**src/rtl/conv_pkg.sv**
```systemverilog
// Shared types and helpers for the conv-stage serializer blocks.
package conv_pkg;

   typedef enum logic {
      IDLE = 1'b0,
      SEND = 1'b1
   } ser_state_t;

   function automatic int ch_idx_w(input int num_ch);
      int w;
      w = $clog2(num_ch);
      return (w < 1) ? 1 : w;
   endfunction

endpackage

```
**src/rtl/vector_fifo.sv**
```systemverilog
// Synchronous FIFO of whole channel vectors; head word is valid whenever not empty.
module vector_fifo #(
   parameter int WIDTH = 64,
   parameter int DEPTH = 4,
   localparam int AW = $clog2(DEPTH),
   localparam int LW = AW + 1
) (
   input  logic             clk,
   input  logic             rst_n,
   input  logic             push,
   input  logic [WIDTH-1:0] wr_data,
   input  logic             pop,
   output logic [WIDTH-1:0] rd_data,
   output logic             full,
   output logic             empty,
   output logic [LW-1:0]    level
);

   logic [WIDTH-1:0] mem [DEPTH];
   logic [AW-1:0]    wr_ptr;
   logic [AW-1:0]    rd_ptr;

   // Pointers wrap naturally because DEPTH is a power of two.
   always_ff @(posedge clk) begin
      if (!rst_n) begin
         wr_ptr <= '0;
         rd_ptr <= '0;
         level  <= '0;
      end else begin
         if (push) wr_ptr <= wr_ptr + AW'(1);
         if (pop)  rd_ptr <= rd_ptr + AW'(1);
         case ({push, pop})
            2'b10:   level <= level + LW'(1);
            2'b01:   level <= level - LW'(1);
            default: level <= level;
         endcase
      end
   end

   always_ff @(posedge clk) begin
      if (push) mem[wr_ptr] <= wr_data;
   end

   assign rd_data = mem[rd_ptr];
   assign full    = (level == LW'(DEPTH));
   assign empty   = (level == '0);

endmodule

```
**src/rtl/channel_serializer.sv**
```systemverilog
// Turns the valid-only parallel channel vector stream into a one-channel-per-beat
// valid/ready stream, buffering vectors in a small FIFO and flagging drops.
module channel_serializer
   import conv_pkg::*;
#(
   parameter int DATA_WIDTH = 16,
   parameter int NUM_CH     = 4,
   parameter int FIFO_DEPTH = 4,
   localparam int CH_W = ch_idx_w(NUM_CH),
   localparam int VW   = NUM_CH * DATA_WIDTH,
   localparam int LW   = $clog2(FIFO_DEPTH) + 1
) (
   input  logic                  clk,
   input  logic                  rst_n,
   input  logic [VW-1:0]         x_in,
   input  logic                  x_valid,
   output logic [DATA_WIDTH-1:0] m_data,
   output logic [CH_W-1:0]       m_ch,
   output logic                  m_last,
   output logic                  m_valid,
   input  logic                  m_ready,
   output logic                  overflow,
   input  logic                  clear_overflow,
   output logic [LW-1:0]         fifo_level
);

   ser_state_t       state;
   logic [VW-1:0]    head;
   logic [VW-1:0]    hold;
   logic             fifo_full;
   logic             fifo_empty;
   logic             hs;
   logic             fetch;
   logic             push;
   logic             drop;
   logic [CH_W-1:0]  ch_nxt;

   function automatic logic signed [DATA_WIDTH-1:0] sel_ch(input logic [VW-1:0]   vec,
                                                           input logic [CH_W-1:0] idx);
      return vec[int'(idx)*DATA_WIDTH +: DATA_WIDTH];
   endfunction

   // A full FIFO still accepts a vector when the head leaves in the same cycle.
   always_comb begin
      hs     = m_valid & m_ready;
      fetch  = !fifo_empty && ((state == IDLE) || (hs && m_last));
      push   = x_valid && (!fifo_full || fetch);
      drop   = x_valid && fifo_full && !fetch;
      ch_nxt = m_ch + CH_W'(1);
   end

   vector_fifo #(
      .WIDTH (VW),
      .DEPTH (FIFO_DEPTH)
   ) u_fifo (
      .clk     (clk),
      .rst_n   (rst_n),
      .push    (push),
      .wr_data (x_in),
      .pop     (fetch),
      .rd_data (head),
      .full    (fifo_full),
      .empty   (fifo_empty),
      .level   (fifo_level)
   );

   always_ff @(posedge clk) begin
      if (fetch) hold <= head;
   end

   always_ff @(posedge clk) begin
      if (!rst_n) begin
         state    <= IDLE;
         m_valid  <= 1'b0;
         m_data   <= '0;
         m_ch     <= '0;
         m_last   <= 1'b0;
         overflow <= 1'b0;
      end else begin
         if (drop)                overflow <= 1'b1;
         else if (clear_overflow) overflow <= 1'b0;

         if (fetch) begin
            state   <= SEND;
            m_valid <= 1'b1;
            m_data  <= sel_ch(head, '0);
            m_ch    <= '0;
            m_last  <= 1'b0;
         end else if (hs) begin
            if (m_last) begin
               state   <= IDLE;
               m_valid <= 1'b0;
            end else begin
               m_data <= sel_ch(hold, ch_nxt);
               m_ch   <= ch_nxt;
               m_last <= (ch_nxt == CH_W'(NUM_CH - 1));
            end
         end
      end
   end

endmodule

```
**config.mk**
```make
export PLATFORM = sky130hd
export DESIGN_NAME = channel_serializer
export DESIGN_NICKNAME = d
export VERILOG_FILES = /design/src/rtl/conv_pkg.sv /design/src/rtl/vector_fifo.sv /design/src/rtl/channel_serializer.sv
export SDC_FILE = /design/constraint.sdc
export NUM_CORES = 1
export LEC_CHECK = 0
export BUFFER_PORTS_ARGS = -buffer_cell sky130_fd_sc_hd__buf_4
export CAP_MARGIN = 40
export CORE_MARGIN = 2
export CORE_UTILIZATION = 51
export CTS_BUF_LIST = sky130_fd_sc_hd__clkbuf_4 sky130_fd_sc_hd__clkbuf_8
export CTS_CLUSTER_SIZE = 30
export DETAILED_ROUTE_END_ITERATION = 12
export HOLD_SLACK_MARGIN = 0.12
export PLACE_DENSITY = 0.69
export SLEW_MARGIN = 20
export SYNTH_ARGS = -nofsm -noshare
export SYNTH_HDL_FRONTEND = slang
export SYNTH_HIERARCHICAL = 1
export SYNTH_SLANG_ARGS = --single-unit
```
**constraint.sdc**
```tcl
create_clock -name clk -period 9.87 [get_ports clk]
set_clock_uncertainty 0.2 [all_clocks]
set_input_delay 0.4935 -clock clk [delete_from_list [all_inputs] [get_ports clk]]
set_output_delay 0.4935 -clock clk [all_outputs]
set_load 0.02 [all_outputs]
```
==> results of run 1 <==
flip-flops by register name, summed over array words and instances, names as in the netlist, named ones only:
name and flops:
u_fifo/level 3, u_fifo/rd_ptr 2, overflow 1, u_fifo/mem 256, hold 64, m_ch 2
m_data 16, u_fifo/wr_ptr 2, state 1, m_last 1
logic make-up after synthesis:
family	count (synthesis)	share of synthesized area [%]
buffers and inverters	36	2.255
AND/OR/NAND/NOR	57	1.996
AO/OA/AOI/OAI	42	1.987
flip-flops	350	78.31
multiplexers	82	14.32
adder cells (fa/ha/maj)	7	0.7294
XOR/XNOR	6	0.4031
worst register-to-register path, cell delays in order (launching register included):
cell      delay (ns)
dfxtp_1         0.34
nor3_1          0.45
nand2b_2        0.57
a21boi_0        0.22
inv_1           0.09
ha_1            0.19
inv_1           0.07
fa_1            0.38
xor2_1          0.17
or3_1           0.31
a21boi_0        0.24
power by group:
part / switching (mW) / internal (mW) / leakage [nW]
sequential: 0.113 / 2.01 / 3.20
clock: 0.524 / 0.611 / 0.565
combinational: 0.546 / 0.453 / 1.64
stage by stage:
step	hold slack, ns	util, %
floorplan	0.3278	-
global placement	0.2989	55.51
detailed placement	0.3268	56.11
CTS	0.3372	63.05
global route	0.3652	63.15
finish	0.3336	63.15
worst max path at each step:
stage,from,endpoint,slack [ns]
final,u_fifo/level[2],u_fifo/level[2],6.53
after global routing,u_fifo/level[2],u_fifo/level[2],6.34
after CTS,u_fifo/level[2],u_fifo/level[2],6.26
after detailed placement,u_fifo/level[2],u_fifo/level[2],6.29
after global placement,m_ready,u_fifo/level[2],6.27
after floorplan,u_fifo/level[0],u_fifo/mem[0][0],6.08
layout by cell type, fill, tap and decap left out, types with 2 or more instances in the layout:
| cell type | instances |
|---|---|
| edfxtp_1 | 320 |
| buf_4 | 97 |
| dlygate4sd3_1 | 70 |
| mux4_2 | 68 |
| clkbuf_8 | 56 |
| nand2_1 | 36 |
| dfxtp_1 | 28 |
| clkbuf_4 | 22 |
| o21ai_0 | 17 |
| a31oi_1 | 16 |
| mux4_1 | 12 |
| clkinv_2 | 11 |
| clkinv_1 | 10 |
| inv_1 | 9 |
| ha_1 | 6 |
| and2_1 | 6 |
| buf_12 | 5 |
| and2_4 | 4 |
| a21boi_0 | 3 |
| nor2_1 | 3 |
| xnor2_1 | 3 |
| nor2b_1 | 3 |
| xor2_1 | 3 |
| mux2i_1 | 2 |
| buf_16 | 2 |
per-layer routing:
layer | up-vias | global-route usage (%)
li1 | 2818 | -
met1 | 3187 | 25.14
met2 | 189 | 30.73
met3 | 35 | 3.813
met4 | 0 | 5.662
met5 | - | 0
layout make-up:
cell class	instances	area (um^2)
clock inverter	22	106.4
fill	1737	9253
inverter	10	38.79
tap	330	412.9
clock buffer	78	935.9
timing repair buffer	176	1604
sequential	350	10210
multi-input combinational	194	2544
timing repair:
item | 4_1_cts | 5_1_grt
hold endpoints to repair | 272 | 0
hold buffers | 70 | 0
endpoints found under the setup margin | 0 | 0
==> qor.csv, run 1 <==
metric;value;unit
clock sinks;350;
full die area;26860;um^2
flops & latches, synth;350;
Crit Path Max Fanout;20;
initial antenna violation count;0;
metal3 WL;1417;um
worst-margin pin slew;0.6755;ns
R2R cell count;10;
CTS tree;built;
placed cells;988;
sequential element share of the synthesized area;78.31;%
layout cells sized above 1;33.01;%
FF-to-FF Start;u_fifo/level[2];
worst endpoint required time;10.15;ns
row cnt;58;
Top FF cell, synth;edfxtp_1;
Max Cap Viol;0;
Die W;163.9;um
most frequent cell after synthesis;edfxtp_1;
leakage;5.402;nW
largest area contributor in the netlist;edfxtp_1;
distinct cell type count after synthesis;35;
H-tree depth;2;
area grow syn2layout;21.62;%
Reg-to-Reg End;u_fifo/level[2];
post-synth net total;656;
arrival time at the worst endpoint;3.62;ns
Power Dens Cells;268.2;nW/um^2
total CTS buffers;54;
Synth area leaders;edfxtp_1 (74%), mux4_2 (12%), dfxtp_1 (4.6%), mux4_1 (2.4%), buf_12 (1.1%);
post-route setup slack;6.534;ns
Final Instance Count excl. Fillers;1160;
setup slack, reg-to-reg;6.53;ns
All-Layer GR Usage;18.53;%
endpoint class of the critical path;flop;
Setup crit start kind;flop;
Post-layout nets;862;
share of the synthesized area in the top cell type;73.70;%
Top Family by Delay on Critical Path;simple AND/OR/NAND/NOR gates;
Via Count;6229;
wire length on met2;11860;um
area of the mapped netlist;13040;um^2
Post-synth EDFFs;320;
maximum VDD drop;0.0002055;V
cells along the critical path;nor3_1, nand2b_2, a21boi_0, inv_1, ha_1, inv_1, fa_1, xor2_1, or3_1, a21boi_0;
post-route ant nets;0;
Power, Total;4.253;mW
WL final;23860;um
n_diodes;0;
Placement Cell Area;14090;um^2
GR Overflow Total;0;
worst hold path startpoint;m_ch[1];
GPL Wtd Cong;0.7224;
top cells by count, synth;edfxtp_1 (320), mux4_2 (68), nand2_1 (36);
Port-buffer cells;92;
Vias/cell;5.370;
clock-pin slew on the worst setup and hold paths;0.06;ns
setup violators final;0;
detailed-placement wirelength estimate;14040;um
core area;25110;um^2
CTS resizes;0;
min cycle time layout;3.336;ns
Setup Fix Bufs, Post-CTS;0;
status;finished clean;
path category of the worst min-delay check;flop to flop;
Iter 0 DRT Violations;561;
highest metal used;met4;
Async SR Flop Fraction;0;%
CP peak stage delay;0.57;ns
setup TNS;0;ns
Hold Path Sink;m_ch[1];
Worst Hold Depth;2;
Longest Clk Path Bufs;3;
Slew headroom;54.97;%
syn avg cell area;22.48;um^2
design area;15860;um^2
Setup WS pre-CTS;6.294;ns
Yosys warnings;6;
M1 WL;10180;um
worst skew pair latency;0.59;ns
Post-Syn Instances;580;
Tcrit/Tclk final;33.80;%
vias in the first global route;6658;
stages on the worst setup path;10;
residual DRC count;0;
die height;163.9;um
endpoints failing hold;0;
IO Pins;93;
largest net degree at the start of global routing;54;
Slowest cell on crit path;nand2b_2;
worst setup path class;flop to flop;
crit path buf inv count;2;
drt wl/cell;20.57;um
Initial Util;51.92;%
Root Driver;clkbuf_8;
Slew Limit Fails;0;
f_max;299.8;MHz
RSZ-0062 raised after global routing;false;
first-pass GRT wire length;37190;um
Pre-Repair DR Iteration Count;5;
No activity file was read; power rests on OpenSTA's default activity.
==> run 2, diff against run 1 <==
Clock period 9.87 ns to 3.1 ns, I/O delays scaled along.
==> run 2 against run 1 <==
Setup slack got worse by 6.3 ns; sequential power increased to 3.2 times the previous value; total power rose to 3.2 times the previous value; critical path type unchanged; critical endpoint unchanged; highest routed layer is now met5.
==> qor.csv, run 2 (synthesized netlist as in run 1, its figures left out) <==
metric;value;unit;change
combinational share of power;23.9;%;+0.4 points
core area;25110;um^2;unchanged
FF/Latch Area;10210;um^2;unchanged
Clock power frac;26.7;%;about the same
All-Layer GR Usage;19.12;%;+0.59 points
worst hold slack;0.1463;ns;-0.1874 ns
initial antenna violation count;3;;+3
Slew Limit Fails;0;;unchanged
setup violators final;0;;unchanged
first-pass GRT wire length;38270;um;+2.9%
Placement Cell Area;14140;um^2;+0.37%
Multi-input gate area;2549;um^2;+0.20%
net switching power;3.810;mW;+220%
worst setup path class;flop to flop;;
vias in the first global route;6879;;+3.3%
path category of the worst min-delay check;primary input to flop;;
drt wl/cell;20.92;um;+1.7%
CTS tree;built;;
Crit Path Max Fanout;12;;-40%
Layout fillers;1742;;+0.29%
Setup WS pre-CTS;0.1766;ns;-6.117 ns
status;finished clean;;
most common cell after layout, fill and taps aside;edfxtp_1;;
Power Dens Cells;843.9;nW/um^2;+210%
most frequent cells in the layout;edfxtp_1 (320), buf_4 (108), dlygate4sd3_1 (96), mux4_2 (68), clkbuf_8 (53);;
post-route ant nets;0;;unchanged
worst skew pair latency;0.57;ns;-0.02 ns
post-route setup slack;0.1963;ns;-6.338 ns
Root Driver;clkbuf_8;;
Via Count;6420;;+3.1%
min cycle time layout;2.904;ns;-0.4323 ns
maximum VDD drop;0.0005579;V;+170%
worst endpoint required time;3.36;ns;-6.79 ns
part of the power in registers;49.4;%;-0.4 points
Pre-Repair DR Iteration Count;5;;unchanged
full die area;26860;um^2;unchanged
leakage;5.525;nW;+2.3%
largest net degree at the start of global routing;65;;+20%
Vias/cell;5.386;;+0.30%
WL final;24930;um;+4.5%
Longest Clk Path Bufs;3;;unchanged
worst hold path startpoint;x_in[54];;
largest register by flop count;u_fifo/mem;;
total CTS buffers;53;;-1.9%
f_max;344.4;MHz;+15%
Sw Share;27.98;%;+0.16 points
Setup Fix Bufs, Post-CTS;0;;unchanged
design area;16140;um^2;+1.8%
arrival time at the worst endpoint;3.17;ns;-0.45 ns
Tcrit/Tclk final;93.67;%;+60 points
IO Pins;93;;unchanged
max reg flops;256;;unchanged
residual DRC count;0;;unchanged
Worst Setup SP;u_fifo/level[2];;
Internal;9.807;mW;+220%
layout cells sized above 1;31.94;%;-1.1 points
Max Cap Viol;0;;unchanged
Post-layout nets;895;;+3.8%
area grow syn2layout;23.77;%;
Setup crit start kind;flop;;
FF-to-FF Start;u_fifo/level[2];;
die height;163.9;um;unchanged
Initial Util;51.92;%;unchanged
Port-buffer cells;92;;unchanged
GPL Wtd Cong;0.7577;;+4.9%
setup TNS;0;ns;unchanged
Die W;163.9;um;unchanged
RSZ-0062 raised after global routing;false;;
Slew headroom;55.98;%;+1.0 points
Power, Total;13.62;mW;+220%
endpoints failing hold;0;;unchanged
clock-pin slew on the worst setup and hold paths;0.06;ns;about the same
Largest regs;u_fifo/mem x256, hold x64, m_data x16;;
Iter 0 DRT Violations;566;;+0.89%
GR Overflow Total;0;;unchanged
worst-margin pin slew;0.6603;ns;-0.01518 ns
clock sinks;350;;unchanged
H-tree depth;2;;unchanged
row cnt;58;;unchanged
detailed-placement wirelength estimate;14890;um;+6.1%
endpoint class of the critical path;flop;;
==> run 2: cell types whose count changed in the layout (fill, tap and decap cells not counted), moves of 2 or more <==
cell / previous run / this run
clkbuf_8: 56 / 53
bufinv_16: 0 / 2
clkinv_1: 10 / 14
dlygate4sd3_1: 70 / 96
clkbuf_4: 22 / 16
buf_4: 97 / 108
buf_16: 2 / 0
==> run 2: timing repair <==
action | 4_1_cts | 5_1_grt
hold buffers | 96 | 0
endpoints found under the setup margin | 0 | 1
resized for setup | 0 | 1
hold endpoints to repair | 286 | 0
==> run 2: cell type report <==
type                       instances  area share (%)
antenna                            1         0.01551
clock buffer                      69           5.265
clock inverter                    28           1.101
inverter                          10          0.2404
multi-input combinational        194           15.79
sequential                       350           63.30
tap                              330           2.559
timing repair buffer             210           11.72
==> run 2: stage by stage <==
step	instances	utilization, %
final	1192	64.27
after global routing	1192	64.27
after CTS	1191	64.24
after detailed placement	998	56.32
after global placement	998	56.32
after floorplan	580	-
==> run 2: final timing paths <==
path	endpoint	slack (ns)	depth (start not counted)
hold reg to reg	m_ch[1]	0.35	2
setup / recovery	u_fifo/level[2]	0.20	10
hold / removal	u_fifo/mem[3][54]	0.15	2
setup reg to reg	u_fifo/level[2]	0.20	10
==> run 2: worst max-delay path, cell delays in order (launching register included) <==
cell and delay [ns]:
dfxtp_1 0.36, nor3_1 0.27, nand2b_4 0.28, a21boi_0 0.24
inv_1 0.12, ha_1 0.19, inv_1 0.06, fa_1 0.39
xor2_1 0.18, or3_1 0.30, a21boi_0 0.23
==> run 2: routing by layer <==
metal	vias up	GRT usage (%)	part of all wire, %
met5	-	0	0.096
met4	4	5.303	2.0
met3	47	3.687	6.6
met2	220	32.09	50
met1	3266	26.01	41
li1	2883	-	-
==> run 2: power groups by stage <==
stage / logic [mW] / registers, mW / clock network (mW)
after floorplan: 2.19 / 6.77 / 0
after global placement: 3.07 / 6.77 / 0
after detailed placement: 3.16 / 6.83 / 0
after CTS: 3.28 / 6.74 / 3.71
after global routing: 3.54 / 6.81 / 3.93
final: 3.25 / 6.73 / 3.63
==> run 3, diff against run 2 <==
Settings changed: RECOVER_POWER set to 25.
==> run 3 against run 2 <==
Hold slack gained 0.073 ns; critical path depth is the same; non-clock buffer count is the same; critical endpoint unchanged; largest cell class unchanged; combinational power is essentially flat; largest power group unchanged.
==> qor.csv, run 3 (synthesized netlist as in run 1, its figures left out) <==
metric;value;unit;change
status;finished clean;;
total CTS buffers;53;;unchanged
CP peak stage delay;0.39;ns;about the same
Slew headroom;56.48;%;+0.50 points
area grow syn2layout;22.48;%;
endpoints failing hold;0;;unchanged
Power Dens Cells;850.8;nW/um^2;+0.82%
max reg flops;256;;unchanged
Max Cap Viol;0;;unchanged
vias in the first global route;6879;;unchanged
Internal;9.781;mW;-0.26%
CTS tree;built;;
Slew Limit Fails;0;;unchanged
setup slack, reg-to-reg;0.21;ns;+0.02 ns
path category of the worst min-delay check;primary input to flop;;
worst hold path startpoint;x_in[28];;
Placement Cell Area;14140;um^2;unchanged
Iter 0 DRT Violations;588;;+3.9%
initial antenna violation count;3;;unchanged
combinational share of power;23.7;%;-0.2 points
residual DRC count;0;;unchanged
core area;25110;um^2;unchanged
IO Pins;93;;unchanged
endpoint class of the critical path;flop;;
layout cells sized above 1;26.71;%;-5.2 points
wire length on met2;12470;um;-0.15%
net switching power;3.804;mW;-0.16%
clock sinks;350;;unchanged
Pre-Repair DR Iteration Count;4;;-1
worst skew pair latency;0.58;ns;about the same
Sw Share;28.00;%;about the same
largest register by flop count;u_fifo/mem;;
metal3 WL;1414;um;-14%
Post-layout nets;895;;unchanged
GR Overflow Total;0;;unchanged
worst-margin pin slew;0.6528;ns;-0.007474 ns
highest metal used;met5;;
min cycle time layout;2.886;ns;-0.01813 ns
Crit Path Max Fanout;12;;unchanged
row cnt;58;;unchanged
most frequent cells in the layout;edfxtp_1 (320), dlygate4sd3_1 (96), mux4_2 (68), buf_4 (63), clkbuf_8 (53);;
Tcrit/Tclk final;93.08;%;-0.58 points
worst setup path class;flop to flop;;
Via Count;6413;;-0.11%
FF-to-FF Start;u_fifo/level[2];;
M1 WL;10440;um;+1.6%
RSZ-0062 raised after global routing;false;;
All-Layer GR Usage;19.12;%;unchanged
Clock power frac;26.7;%;about the same
Port-buffer cells;92;;unchanged
GPL Wtd Cong;0.7577;;unchanged
f_max;346.6;MHz;+0.63%
Largest regs;u_fifo/mem x256, hold x64, m_data x16;;
first-pass GRT wire length;38270;um;unchanged
maximum VDD drop;0.0005617;V;+0.69%
full die area;26860;um^2;unchanged
Die W;163.9;um;unchanged
detailed-placement wirelength estimate;14890;um;unchanged
drt wl/cell;20.84;um;-0.39%
cells along the critical path;nor3_1, nand2b_4, a21boi_0, inv_1, ha_1, inv_1, fa_1, xor2_1, or3_1, a21boi_0;;
Setup WS pre-CTS;0.1766;ns;unchanged
setup violators final;0;;unchanged
design area;15970;um^2;-1.0%
post-route ant nets;0;;unchanged
Initial Util;51.92;%;unchanged
Worst Setup SP;u_fifo/level[2];;
Vias/cell;5.380;;-0.11%
part of the power in registers;49.6;%;+0.2 points
post-route setup slack;0.2144;ns;+0.01813 ns
die height;163.9;um;unchanged
post-layout util;63.59;%;-0.67 points
worst hold slack;0.2194;ns;+0.07310 ns
leakage;5.362;nW;-3.0%
Longest Clk Path Bufs;3;;unchanged
arrival time at the worst endpoint;3.16;ns;about the same
most common cell after layout, fill and taps aside;edfxtp_1;;
Slowest cell on crit path;fa_1;;
clock-pin slew on the worst setup and hold paths;0.06;ns;about the same
largest net degree at the start of global routing;65;;unchanged
Root Driver;clkbuf_8;;
Setup Fix Bufs, Post-CTS;0;;unchanged
worst endpoint required time;3.37;ns;about the same
H-tree depth;2;;unchanged
Setup crit start kind;flop;;
WL final;24840;um;-0.39%
Power, Total;13.59;mW;-0.23%
==> run 3: cell types whose count changed in the layout (fill, tap and decap cells not counted) <==
cell,before,now
buf_4,108,63
clkbuf_1,0,45
==> run 3: per-layer routing <==
| metal | up-vias | track usage [%] |
|---|---|---|
| met3 | 43 | 3.687 |
| met2 | 202 | 32.09 |
| met1 | 3278 | 26.01 |
| met5 | - | 0 |
| li1 | 2886 | - |
| met4 | 4 | 5.303 |
==> run 3: worst max-delay path, delay by kind of cell (launching register included) <==
family | cells | cell delay, ns
buf+inv | 2 | 0.18
fa+ha+maj | 2 | 0.58
compound gates | 2 | 0.46
flops | 1 | 0.35
simple gates | 3 | 0.84
xor+xnor | 1 | 0.18
==> run 3: through the flow <==
step / std cells / setup TNS (ns)
after floorplan: 580 / -6.450
after global placement: 998 / 0
after detailed placement: 998 / 0
after CTS: 1191 / 0
after global routing: 1192 / 0
final: 1192 / 0
==> run 3: power by group through the flow <==
stage	Combinational (mW)	Clock [mW]	Sequential (mW)
4_1_cts	3.28	3.71	6.74
6_report	3.22	3.63	6.73
3_5_place_dp	3.16	0	6.83
3_3_place_gp	3.07	0	6.77
2_1_floorplan	2.19	0	6.77
5_1_grt	3.51	3.93	6.81
==> run 3: final timing paths <==
kind                       endpoint  cells past startpoint
hold / removal    u_fifo/mem[3][28]                      2
setup / recovery    u_fifo/level[2]                     10
hold reg to reg           m_data[6]                      2
setup reg to reg    u_fifo/level[2]                     10
==> run 3: layout make-up <==
cell class / count / area [um^2]
flip-flops and latches: 350 / 10210
fillers: 1779 / 9141
multi-input cells: 194 / 2549
repair buffers: 210 / 1723
clock buffers: 69 / 849.6
well taps: 330 / 412.9
clock inverters: 28 / 177.7
inverters: 10 / 38.79
diodes: 1 / 2.502
==> run 3: what timing repair did <==
item / in CTS / in global routing
endpoints found under the hold margin: 286 / 0
resized for setup: 0 / 1
endpoints found under the setup margin: 0 / 1
hold buffers: 96 / 0
